$ cat src/rtl/fifo_8.sv
// ---------------------------------------------------------------------------
// fifo_8
//   Synchronous FIFO buffering one output lane of the 1x2 packet demux.
//   The write side takes the demux push/data pair directly. The read side
//   presents registered data with a one-cycle valid strobe. Occupancy flags
//   feed back-pressure and flow-control logic.
//
//   Optional feature: define FIFO_8_ERROR_EN to add the sticky fifo_error_o
//   flag. It sets on any overflow or underflow attempt and clears only on
//   reset.
//
// Ports
//   clk_i            single clock; all state updates on the rising edge
//   reset_i          synchronous active-high reset
//   push_i           write request (demux push_N)
//   data_in_i        write data (demux outN)
//   pop_i            read request
//   data_out_o       registered read data; holds its value when no pop occurs
//   valid_out_o      one-cycle strobe marking a newly popped word
//   count_o          occupancy, 0..DEPTH
//   full_o           count == DEPTH
//   empty_o          count == 0
//   almost_full_o    count >= ALMOST_FULL_TH
//   almost_empty_o   count <= ALMOST_EMPTY_TH
//   fifo_error_o     sticky overflow/underflow flag (FIFO_8_ERROR_EN only)
// ---------------------------------------------------------------------------
module fifo_8 #(
    parameter int DATA_WIDTH      = 8,
    parameter int ADDR_WIDTH      = 2,
    parameter int ALMOST_FULL_TH  = 3,
    parameter int ALMOST_EMPTY_TH = 1
) (
    input  logic                  clk_i,
    input  logic                  reset_i,
    input  logic                  push_i,
    input  logic [DATA_WIDTH-1:0] data_in_i,
    input  logic                  pop_i,
    output logic [DATA_WIDTH-1:0] data_out_o,
    output logic                  valid_out_o,
    output logic [ADDR_WIDTH:0]   count_o,
    output logic                  full_o,
    output logic                  empty_o,
    output logic                  almost_full_o,
`ifdef FIFO_8_ERROR_EN
    output logic                  almost_empty_o,
    output logic                  fifo_error_o
`else
    output logic                  almost_empty_o
`endif
);

    localparam int                DEPTH   = 1 << ADDR_WIDTH;
    localparam logic [ADDR_WIDTH:0] DEPTH_C = (ADDR_WIDTH+1)'(DEPTH);
    localparam logic [ADDR_WIDTH:0] AF_TH_C = (ADDR_WIDTH+1)'(ALMOST_FULL_TH);
    localparam logic [ADDR_WIDTH:0] AE_TH_C = (ADDR_WIDTH+1)'(ALMOST_EMPTY_TH);

    logic [DATA_WIDTH-1:0] mem_q [DEPTH];
    logic [ADDR_WIDTH-1:0] wr_ptr_q, wr_ptr_d;
    logic [ADDR_WIDTH-1:0] rd_ptr_q, rd_ptr_d;
    logic [ADDR_WIDTH:0]   count_q, count_d;
    logic [DATA_WIDTH-1:0] data_out_q, data_out_d;
    logic                  valid_out_q, valid_out_d;

    logic full, empty;
    logic push_ok, pop_ok;

    assign full  = (count_q == DEPTH_C);
    assign empty = (count_q == '0);

    // A full FIFO still accepts a push when a pop frees a slot in the same
    // cycle. An empty FIFO never forwards the incoming word straight to the
    // output: the pop is rejected and the push lands in memory.
    assign push_ok = push_i && (!full || pop_i);
    assign pop_ok  = pop_i && !empty;

    always_comb begin
        wr_ptr_d    = wr_ptr_q;
        rd_ptr_d    = rd_ptr_q;
        count_d     = count_q;
        data_out_d  = data_out_q;
        valid_out_d = 1'b0;

        if (push_ok) begin
            wr_ptr_d = wr_ptr_q + ADDR_WIDTH'(1);
        end
        if (pop_ok) begin
            rd_ptr_d    = rd_ptr_q + ADDR_WIDTH'(1);
            data_out_d  = mem_q[rd_ptr_q];
            valid_out_d = 1'b1;
        end

        unique case ({push_ok, pop_ok})
            2'b10:   count_d = count_q + (ADDR_WIDTH+1)'(1);
            2'b01:   count_d = count_q - (ADDR_WIDTH+1)'(1);
            default: count_d = count_q;
        endcase
    end

    always_ff @(posedge clk_i) begin
        if (reset_i) begin
            wr_ptr_q    <= '0;
            rd_ptr_q    <= '0;
            count_q     <= '0;
            data_out_q  <= '0;
            valid_out_q <= 1'b0;
        end else begin
            wr_ptr_q    <= wr_ptr_d;
            rd_ptr_q    <= rd_ptr_d;
            count_q     <= count_d;
            data_out_q  <= data_out_d;
            valid_out_q <= valid_out_d;
        end
    end

    // Storage is not reset. Stale words are unreachable once the pointers
    // and count clear.
    always_ff @(posedge clk_i) begin
        if (!reset_i && push_ok) begin
            mem_q[wr_ptr_q] <= data_in_i;
        end
    end

`ifdef FIFO_8_ERROR_EN
    logic fifo_error_q, fifo_error_d;

    always_comb begin
        fifo_error_d = fifo_error_q;
        if ((push_i && full && !pop_i) || (pop_i && empty)) begin
            fifo_error_d = 1'b1;
        end
    end

    always_ff @(posedge clk_i) begin
        if (reset_i) begin
            fifo_error_q <= 1'b0;
        end else begin
            fifo_error_q <= fifo_error_d;
        end
    end

    assign fifo_error_o = fifo_error_q;
`endif

    assign data_out_o     = data_out_q;
    assign valid_out_o    = valid_out_q;
    assign count_o        = count_q;
    assign full_o         = full;
    assign empty_o        = empty;
    assign almost_full_o  = (count_q >= AF_TH_C);
    assign almost_empty_o = (count_q <= AE_TH_C);

endmodule

$ cat config.mk
export PLATFORM = sky130hd
export DESIGN_NAME = fifo_8
export DESIGN_NICKNAME = d
export VERILOG_FILES = /design/src/rtl/fifo_8.sv
export SDC_FILE = /design/constraint.sdc
export NUM_CORES = 1
export LEC_CHECK = 0
export BUFFER_PORTS_ARGS = -buffer_cell sky130_fd_sc_hd__buf_2
export CORE_UTILIZATION = 50
export DETAILED_ROUTE_END_ITERATION = 7
export PLACE_DENSITY = 0.71
export SLEW_MARGIN = 20
export SYNTH_ARGS = -nofsm -noshare
export SYNTH_HDL_FRONTEND = slang
export SYNTH_SLANG_ARGS = --single-unit
$ cat constraint.sdc
create_clock -name clk_i -period 4.11 [get_ports clk_i]
set_clock_uncertainty 0.05 [all_clocks]
set_input_delay 0.2055 -clock clk_i [delete_from_list [all_inputs] [get_ports clk_i]]
set_output_delay 0.2055 -clock clk_i [all_outputs]
set_load 0.02 [all_outputs]
; Word level (Yosys, flattened, before mapping)
; Memories as Yosys holds them, arrays and structs flattened. A register that Yosys moved wholly into a read port is not among the register bits.
; Index checks and enable logic that the tools add are counted.
[op_classes]
add_sub_neg = 4
n_lt_le_gt_ge = 2
eq_ne = 3
muxes = 4
reduce_logical = 9
[ops]
columns = operator, n
row1 = one-hot mux 3 bit (2 select lines), 1
row2 = "adder 2 x 1 -> 2 bit, second input constant", 2
row3 = "adder 3 x 1 -> 3 bit, second input constant", 1
row4 = "== test 3 bit, second input constant", 1
row5 = "greater-or-equal comparator 3 x 2 -> 1 bit, second input constant", 1
row6 = "less-or-equal comparator 3 x 1 -> 1 bit, second input constant", 1
row7 = logical AND 1 bit, 3
row8 = zero test 1 bit, 3
row9 = zero test 3 bit, 1
row10 = 2-to-1 mux 1 bit, 3
row11 = "subtractor 3 x 1 -> 3 bit, second input constant", 1
row12 = "== test 2 x 1 -> 1 bit, second input constant", 1
row13 = "== test 2 bit, second input constant", 1
row14 = nonzero test 2 bit, 1
row15 = logical OR 1 bit, 1
[totals]
register_bits = 8
ramBits = 32
inputBits = 12
output_inout_bits = 16
n_memories = 1
[mem_list]
columns = name, words, width, rd, rd_ports_with_merged_regs, wr, line_no
row1 = mem_q, 4, 8, 1, 1, 1, 57  ; logic [DATA_WIDTH-1:0] mem_q [DEPTH];

; Logic depth before layout (Yosys ltp)
; Gate-level depths: netlist of the first run.
[logic_depth]
ltp_word = 7
depth_mapped = 11

; Worst setup path before layout of the first run
; OpenSTA, ideal clock, no wires.
[synth_timing]
path_kind = register to register
start = register count_q[0] (netlist: count_o[0])
end = memory mem_q[0][0] (enable)
setup_ns = 0.385
arrival_time_ns = 1.789
required_ns = 3.675
slack_ns = 1.885
path_stages_with_launch = 6
period_less_slack_ns = 2.225
path_cell_list = dfxtp_1 inv_1 ha_1 nand3b_1 nand2_1 nor3b_1
[synth_between]
elab_chain_len = 7
[synth_rtl]
columns = element, line_no
row1 = "start, declared", 60  ; logic [ADDR_WIDTH:0] count_q, count_d;
row2 = "start signal, assigned", 109  ; count_q <= count_d;
row3 = == test 3 bit, 67  ; assign full = (count_q == DEPTH_C);
row4 = zero test 1 bit, 73  ; assign push_ok = push_i && (!full || pop_i);
row5 = logical OR 1 bit, 73
row6 = logical AND 1 bit, 73
row7 = logical AND 1 bit, 118  ; if (!reset_i && push_ok) begin
row8 = 2-to-1 mux 1 bit, 118
row9 = 2-to-1 mux 1 bit (implied by the code), 119  ; mem_q[wr_ptr_q] <= data_in_i;
row10 = "end, declared", 57
; Every way passes these cells.

; Worst setup path after layout of the first run
[layout_timing]
start = register count_q[0] (netlist: count_o[0])
end = register count_q[2] (netlist: count_o[2])
[layout_lines]
columns = element, line_no
row1 = zero test 3 bit (*), 68  ; assign empty = (count_q == '0);
row2 = zero test 1 bit (*), 74  ; assign pop_ok = pop_i && !empty;
row3 = logical AND 1 bit (*), 74
row4 = net pop_ok, 65  ; logic push_ok, pop_ok;
row5 = == test 2 x 1 -> 1 bit or == test 2 bit (tied branches), 92  ; unique case ({push_ok, pop_ok})
row6 = one-hot mux 3 bit (2 select lines) or nonzero test 2 bit (tied branches), -
; Mark *: on every way through the listed nets, which the timed path passes. The rest lies on a longest branch.
; A chain may end at the register's enable or synchronous reset.

==> flow_summary.ini, run 1 <==
[floorplanning]
die_area_mm2 = 0.00427
core-area_mm2 = 0.00374
initial_core_util_pct = 53.6
rows = 22
io_pins = 28
die_w_um = 65.4
die_h_um = 65.4

[drt]
vias = 1235
detail-route-antenna-nets = 0
wl_per_cell_um = 16.5
dr.pass1.iters = 4
routed_via_density = 5.61
postRouteWirelength_um = 3630
drc = 0
drt-initial-drc-count = 67

[timing]
setup-tns-final_ns = 0
max_slew_margin_pct = 58.4
holdWs_ns = 0.0704
finalCritPeriodShare_pct = 52.5
hold_viol_final = 0
worst_slew_pin_slew_ns = 0.621
min_period_ns = 2.16
fmax_mhz = 463
rsz0062_at_grt = no
drv_slew = 0
setup_viol = 0

[critical_path]
worstSetupPathType = flip-flop to flip-flop
worstPathMaxFanout = 14
max_stage_delay_ns = 0.43
r2r-end = count_o[2]
worstSetupStartpointType = flip-flop
ff2ff_path_depth = 8
critical_path_arrival_ns = 2.29
critPathCaptureType = flip-flop
slowest_stage = dfxtp_1
r2r-start = count_o[0]
required_ns = 4.24
crit_top_cell = ha_1
cp_cell_sequence = inv_1 -> ha_1 -> nand2b_1 -> inv_4 -> nor2_1 -> ha_1 -> o21ai_0 -> a21oi_1
r2r_slack_ns = 1.95

[global_routing]
grt_pass1_vias = 1182
antenna_found_initial = 0
grt_first_pass_wirelength_um = 5960
grt_max_degree = 21
grt_usage_pct = 19.4
gr-total-overflow = 0

[pwr]
p_leak_nw = 0.869
ir_drop_mv = 0.367
power_density_mw_per_mm2 = 635
seqPwrFrac_pct = 41.9
clkPwrFrac_pct = 27.4
p_int_uw = 981
p_switching_uw = 492
power.share.switching_pct = 33.4
p_comb_share_pct = 30.7
total_power_mw = 1.47

[synthesis]
ys.flop_type = edfxtp_1
ys.warnings.count = 0
synth-seq-cells = 48
ys_seq_area_share_pct = 63.8
syn_inst = 145
synthArstFlopShare_pct = 0
syn_area_mm2 = 0.00201
synth_nets = 167
syn_avg_cell_area_um2 = 13.8
synth_cell_types = 29
synth-edff-count = 32

[clock_tree]
postCtsSetupBuffers = 0
clkLatencyLatePin_ns = 0.30
htree_num_levels = 2
cts_resized = 0
root_buffer = clkbuf_8
holdBufCountCts = 0
cts.sinks = 48
numCtsBuffers = 5
cts_tree = yes
path_clk_slew_ns = 0.09
clk_path_buf_depth = 2

[final_layout]
layout.nets = 193
utilization_pct = 61.9
area_delta_synth_final_pct = 15.5
fillerInstances = 297
drive_gt1_share_pct = 27.9
final_cells = 220
multi_input_area_um2 = 668
antennaDiodeCount = 0
regArea_mm2 = 0.00128

[outcome]
status = complete, no violations

[place]
port_buffers = 27
placed_cells = 212
place.gp.congestion = 0.823
dp_hpwl_um = 2660

[min_path]
min_to = mem_q[0][3]
min_path_type = input pin to flip-flop
min_path_cells = 1
hp-start = data_in_i[3]

[run]
cap_violations = 0
kinds of logic after synthesis:
group | after synthesis | synth area share (%)
adders and majority gates | 10 | 6.23
DFF | 48 | 63.8
AOI/OAI and AO/OA | 30 | 7.85
and+or+nand+nor | 30 | 8.35
xor gates and xnor gates | 2 | 0.872
buffers and inverters | 17 | 3.93
muxes | 8 | 8.97
state kept, by name, indices dropped and copies added (netlist names):
register     cells
count_o          3
data_out_o       8
mem_q           32
rd_ptr_q         2
valid_out_o      1
wr_ptr_q         2
power by group through the flow:
stage               Clock [mW]  Sequential, mW  Combinational, mW
finish                   0.403           0.618              0.452
global route             0.430           0.628              0.497
CTS                      0.407           0.619              0.452
detailed placement           0           0.630              0.450
global placement             0           0.624              0.440
floorplan                    0           0.645              0.333
through the flow:
| step | area (µm²) | worst slack [ns] |
|---|---|---|
| floorplan | 2010 | 1.89 |
| global placement | 2160 | 1.77 |
| detailed placement | 2160 | 1.63 |
| CTS | 2300 | 1.61 |
| global route | 2320 | 1.75 |
| finish | 2320 | 1.95 |
layer usage:
layer  track usage (%)  vias to the layer above  part of all wire [%]  wire [µm]
met5                 0                        -                     0          0
met4              6.52                        0                  0.83         30
met3              5.21                        4                   6.0        217
met2              30.4                       45                    48       1740
met1              26.3                      600                    45       1640
li1                  -                      586                     -          -
cell type report:
class,count,share of cell area (%)
clock buffer,5,2.97
inverter,9,1.57
sequential,48,55.3
multi-input combinational,80,28.8
timing repair buffer,27,5.83
clock inverter,3,2.97
tap,48,2.59
how the worst max path moves through the flow:
stage,from,to,slack [ns],depth (start not counted)
5_1_grt,count_o[0],mem_q[2][4],1.75,5
3_5_place_dp,count_o[0],mem_q[2][2],1.63,5
6_report,count_o[0],count_o[2],1.95,8
3_3_place_gp,count_o[0],mem_q[1][1],1.77,5
2_1_floorplan,count_o[0],mem_q[0][0],1.89,5
4_1_cts,count_o[0],mem_q[2][4],1.61,5
cells in the final DEF (no fill, tap or decap), drive strengths merged:
master   n
edfxtp  32
buf     27
dfxtp   16
a21oi   14
o21ai   13
nand3   11
ha      10
inv      9
mux4     8
nor2     6
clkbuf   5
nor3b    4
and3b    2
xor2     2
bufinv   2
nand3b   1
nand2    1
nand2b   1
and2     1
clkinv   1
a211oi   1
o31ai    1
or4      1
o21bai   1
nor2b    1
nor3     1
worst max-delay path: cells and delay by family, from the launching register on:
family	cells	cell delay, ns
adder cells (fa/ha/maj)	2	0.55
AND/OR/NAND/NOR	2	0.47
flip-flops	1	0.43
AO/OA/AOI/OAI	2	0.27
buffers and inverters	2	0.25
Yosys cell counts, types with 2 or more instances:
cell type,count,area share (%)
a21oi_1,14,3.5
and3b_1,2,0.87
clkbuf_1,5,0.93
dfxtp_1,16,16
edfxtp_1,32,48
ha_1,10,6.2
inv_1,7,1.3
mux4_2,8,9.0
nand3_1,11,2.7
nor2_1,6,1.1
nor3b_1,4,1.5
o21ai_0,9,2.2
o21ai_1,4,1.0
xor2_1,2,0.87
No activity file was read; power rests on OpenSTA's default activity.
==> inputs of run 2 (changes only) <==
==> constraint.sdc (replaced) <==
create_clock -name clk_i -period 2.26 [get_ports clk_i]
set_clock_uncertainty 0.05 [all_clocks]
set_input_delay 0.113 -clock clk_i [delete_from_list [all_inputs] [get_ports clk_i]]
set_output_delay 0.113 -clock clk_i [all_outputs]
set_load 0.02 [all_outputs]
==> run 2 against run 1 <==
  * Cell area rose by 2.2%
  * Global-route usage shrank 0.71 points
  * Final cell count rose by 6.4%
  * Sequential share of layout area decreased by 1.2 points
  * Register-to-register slack lost 1.6 ns
  * Non-clock buffer count grew 14
  * Clock power increased by 20%
  * Hold slack worse by 0.019 ns
  * Largest cell class unchanged
==> flow_summary.ini, run 2 (synthesis results as in run 1) <==
[pwr]
ir_drop_mv = 0.600
power_density_mw_per_mm2 = 1050
p_leak_nw = 0.898

[run]
cap_violations = 0

[final_layout]
layout.nets = 207
drive_gt1_share_pct = 25.8
largest_register = mem_q
area_delta_synth_final_pct = 18.0
final_cell_mix = 32 x edfxtp_1, 27 x buf_2, 16 x dfxtp_1
fillerInstances = 292
final_cells = 234
layout_commonest_cell = edfxtp_1
largest_reg_flops = 32
antennaDiodeCount = 0

[global_routing]
gr-total-overflow = 0
grt_first_pass_wirelength_um = 5750
grt_usage_pct = 18.7
grt_pass1_vias = 1251
antenna_found_initial = 0
grt_max_degree = 21

[drt]
routed_via_density = 5.51
detail-route-antenna-nets = 0
wl_per_cell_um = 15.2
dr.pass1.iters = 4
drc = 0
vias = 1289
postRouteWirelength_um = 3560
drt-initial-drc-count = 86

[clock_tree]
htree_num_levels = 2
postCtsSetupBuffers = 0
cts_resized = 0
path_clk_slew_ns = 0.09
root_buffer = clkbuf_8
numCtsBuffers = 5
cts_tree = yes
holdBufCountCts = 8
clkLatencyLatePin_ns = 0.30
clk_path_buf_depth = 2
cts.sinks = 48

[critical_path]
worstSetupStartpointType = flip-flop
worstSetupPathType = flip-flop to flip-flop
critPathCaptureType = flip-flop
required_ns = 2.38
critical_path_arrival_ns = 2.04
worstPathMaxFanout = 5

[floorplanning]
die_area_mm2 = 0.00427
core-area_mm2 = 0.00374
initial_core_util_pct = 53.6
rows = 22
io_pins = 28
die_w_um = 65.4
die_h_um = 65.4

[timing]
setup-tns-final_ns = 0
finalCritPeriodShare_pct = 84.6
hold_viol_final = 0
min_period_ns = 1.91
rsz0062_at_grt = no
fmax_mhz = 523
max_slew_margin_pct = 70.4
drv_slew = 0
worst_slew_pin_slew_ns = 0.443
setup_viol = 0

[place]
place.gp.congestion = 0.779
port_buffers = 27
dp_hpwl_um = 2370
placed_cells = 218

[min_path]
min_path_type = input pin to flip-flop

[outcome]
status = complete, no violations
run 2: cell count changes in the layout (fill, tap and decap cells not counted), moves of 2 or more:
cell / before / now
nor3b_2: 4 / 0
dlygate4sd3_1: 0 / 8
bufinv_16: 2 / 0
buf_4: 0 / 6
nor3b_1: 0 / 4
run 2: worst paths after layout:
check        cells after the start          start            end  slack (ns)
max                              7     count_o[0]     count_o[2]        0.35
min reg2reg                      2  data_out_o[1]  data_out_o[1]        0.44
max reg2reg                      7     count_o[0]     count_o[2]        0.35
min                              3         push_i    wr_ptr_q[1]        0.05
run 2: stage by stage:
stage               instance area [µm²]  setup slack (ns)  util [%]  hold WS (ns)  total power [mW]
detailed placement                 2210             0.373      58.9         0.279              2.01
global placement                   2210             0.470      58.9         0.273              1.98
finish                             2370             0.348      63.3        0.0516              2.49
CTS                                2370             0.356      63.3        0.0463              2.50
global route                       2370             0.194      63.3        0.0805              2.64
floorplan                          2010            0.0353         -         0.162              1.78
run 2: per-layer routing:
layer / track usage [%] / routed length, µm
met2: 29.3 / 1730
met1: 24.7 / 1600
met4: 7.88 / 50
met3: 5.03 / 179
met5: 0 / 0
run 2: final cells by class:
| type | instances | area, µm² | area share [%] |
|---|---|---|---|
| Inverter | 9 | 36.3 | 1.53 |
| Sequential cell | 48 | 1280 | 54.1 |
| Clock buffer | 6 | 72.6 | 3.06 |
| Clock inverter | 2 | 11.3 | 0.475 |
| Tap cell | 48 | 60.1 | 2.53 |
| Timing Repair Buffer | 41 | 260 | 11.0 |
| Multi-Input combinational cell | 80 | 648 | 27.3 |
run 2: worst max-delay path, cell delays in order (launching register included):
cell and delay, ns:
dfxtp_1 0.43, inv_1 0.13, ha_1 0.26, nand3b_1 0.14, nand2_1 0.14, ha_1 0.39
o21ai_0 0.18, a21oi_1 0.08
run 2: power breakdown:
group	leakage [nW]	internal, mW	switching (mW)
logic	0.437	0.349	0.542
registers	0.422	1.03	0.0869
clock network	0.0388	0.215	0.269
==> inputs of run 3 (changes only) <==
--- a/config.mk
+++ b/config.mk
@@ -8,7 +8,7 @@
 export BUFFER_PORTS_ARGS = -buffer_cell sky130_fd_sc_hd__buf_2
 export CORE_UTILIZATION = 50
 export DETAILED_ROUTE_END_ITERATION = 7
-export PLACE_DENSITY = 0.71
+export PLACE_DENSITY = 0.74
 export SLEW_MARGIN = 20
 export SYNTH_ARGS = -nofsm -noshare
 export SYNTH_HDL_FRONTEND = slang
==> constraint.sdc (replaced) <==
create_clock -name clk_i -period 1.7 [get_ports clk_i]
set_clock_uncertainty 0.05 [all_clocks]
set_input_delay 0.085 -clock clk_i [delete_from_list [all_inputs] [get_ports clk_i]]
set_output_delay 0.085 -clock clk_i [all_outputs]
set_load 0.02 [all_outputs]
==> run 3 against run 2 <==
  * Global-route usage decreased by 0.13 points
  * Largest power group unchanged
  * Fmax grew 17%
  * Critical path depth rose by 1
  * Highest routed layer unchanged
  * Wire length is 1.0% higher
  * Hold slack better by 0.015 ns
  * Via count fell by 1.2%
  * Total power up 39%
==> flow_summary.ini, run 3 (synthesis results as in run 1) <==
[critical_path]
critPathCaptureType = flip-flop
worstSetupStartpointType = flip-flop
worstSetupPathType = flip-flop to flip-flop
cp_num_cells = 8
cp_cell_sequence = inv_4 -> ha_4 -> nand3b_1 -> nand2_4 -> ha_4 -> and3b_1 -> o21bai_1 -> a21oi_1
critical_path_arrival_ns = 1.74
ff2ff_path_depth = 8
required_ns = 1.81
cp_top_family = simple AND/OR/NAND/NOR gates
slowest_stage = dfxtp_4
max_stage_delay_ns = 0.39
crit_top_cell = ha_4
worstPathMaxFanout = 5
critPathBufInv = 1

[timing]
rsz0062_at_grt = yes
min_period_ns = 1.63
holdWs_ns = 0.0666
drv_slew = 0
hold_viol_final = 0
max_slew_margin_pct = 71.0
finalCritPeriodShare_pct = 96.2
worst_slew_pin_slew_ns = 0.434
setup_viol = 0
setup-tns-final_ns = 0
fmax_mhz = 612
setup_ws_ns = 0.0653

[pwr]
p_leak_nw = 0.930
power_density_mw_per_mm2 = 1400
total_power_mw = 3.47
ir_drop_mv = 0.783

[clock_tree]
path_clk_slew_ns = 0.08
htree_num_levels = 2
cts.sinks = 48
postCtsSetupBuffers = 0
clkLatencyLatePin_ns = 0.29
numCtsBuffers = 5
root_buffer = clkbuf_8
cts_tree = yes
clk_path_buf_depth = 2

[min_path]
min_path_type = input pin to flip-flop
min_path_cells = 3

[final_layout]
layout_commonest_cell = edfxtp_1
multi_input_area_um2 = 714
antennaDiodeCount = 0
drive_gt1_share_pct = 33.5
largest_reg_flops = 32
final_cells = 236
area_delta_synth_final_pct = 23.6
largest_register = mem_q
final_cell_mix = 32 x edfxtp_1, 27 x buf_2, 14 x a21oi_1
layout.nets = 209
regArea_mm2 = 0.00129
fillerInstances = 294

[place]
place.gp.congestion = 0.765
place_ws_ns = 0.0103
port_buffers = 27
placed_cells = 220
dp_hpwl_um = 2410

[drt]
detail-route-antenna-nets = 0
postRouteWirelength_um = 3600
dr.pass1.iters = 4
routed_via_density = 5.39
vias = 1273
drt-initial-drc-count = 76
drc = 0
wl_per_cell_um = 15.2

[floorplanning]
initial_core_util_pct = 53.6
core-area_mm2 = 0.00374
die_w_um = 65.4
rows = 22
die_h_um = 65.4
io_pins = 28
die_area_mm2 = 0.00427

[outcome]
status = complete, no violations

[global_routing]
gr-total-overflow = 0
antenna_found_initial = 0
grt_first_pass_wirelength_um = 5770
grt_usage_pct = 18.6
grt_max_degree = 21
grt_pass1_vias = 1214

[run]
cap_violations = 0
==> run 3: cell types whose count changed in the layout (fill, tap and decap cells not counted), moves of 2 or more <==
cell | previous run | this run
inv_4 | 1 | 3
inv_1 | 7 | 5
dfxtp_1 | 16 | 13
ha_1 | 10 | 8
ha_4 | 0 | 2
nor3b_2 | 0 | 3
buf_6 | 0 | 2
nor3b_1 | 4 | 0
dfxtp_4 | 0 | 2
==> run 3: through the flow <==
step | cell area, µm² | utilization, %
floorplan | 2070 | -
global placement | 2290 | 61.2
detailed placement | 2290 | 61.2
CTS | 2450 | 65.5
global route | 2480 | 66.3
finish | 2480 | 66.3
==> run 3: metal layers <==
metal,global-route usage (%),vias up,part of all wire (%)
met3,4.86,3,3.6
met4,3.26,0,0.44
met1,23.7,614,45
met2,32.2,33,51
met5,0,-,0
li1,-,623,-
==> run 3: worst paths after layout <==
kind / from / endpoint / slack [ns]
max reg2reg: count_o[0] / count_o[2] / 0.07
min: push_i / wr_ptr_q[1] / 0.07
min reg2reg: data_out_o[1] / data_out_o[1] / 0.43
max: count_o[0] / count_o[2] / 0.07
==> run 3: final cells by class <==
| cell class | count | share of cell area [%] |
|---|---|---|
| sequential | 48 | 52.0 |
| multi-input combinational | 80 | 28.8 |
| timing repair buffer | 43 | 11.9 |
| clock buffer | 7 | 3.07 |
| tap | 48 | 2.42 |
| inverter | 9 | 1.66 |
| clock inverter | 1 | 0.202 |
==> run 3: timing repair <==
item,CTS,global route
hold buffers,8,0
pin swaps,0,2
cloned,0,0
endpoints found under the setup margin,2,10
endpoints found under the hold margin,32,0
resized for setup,1,5
==> run 3: report_power, final <==
part	internal, mW	total (mW)	leakage [nW]	switching (mW)
Clock	0.289	0.626	0.0422	0.338
Sequential	1.39	1.50	0.423	0.113
Combinational	0.574	1.35	0.465	0.774
==> run 3: tightest hold or removal path, cell delays in order <==
cell and delay (ns):
buf_2 0.13, nand3_1 0.09, a21oi_1 0.06
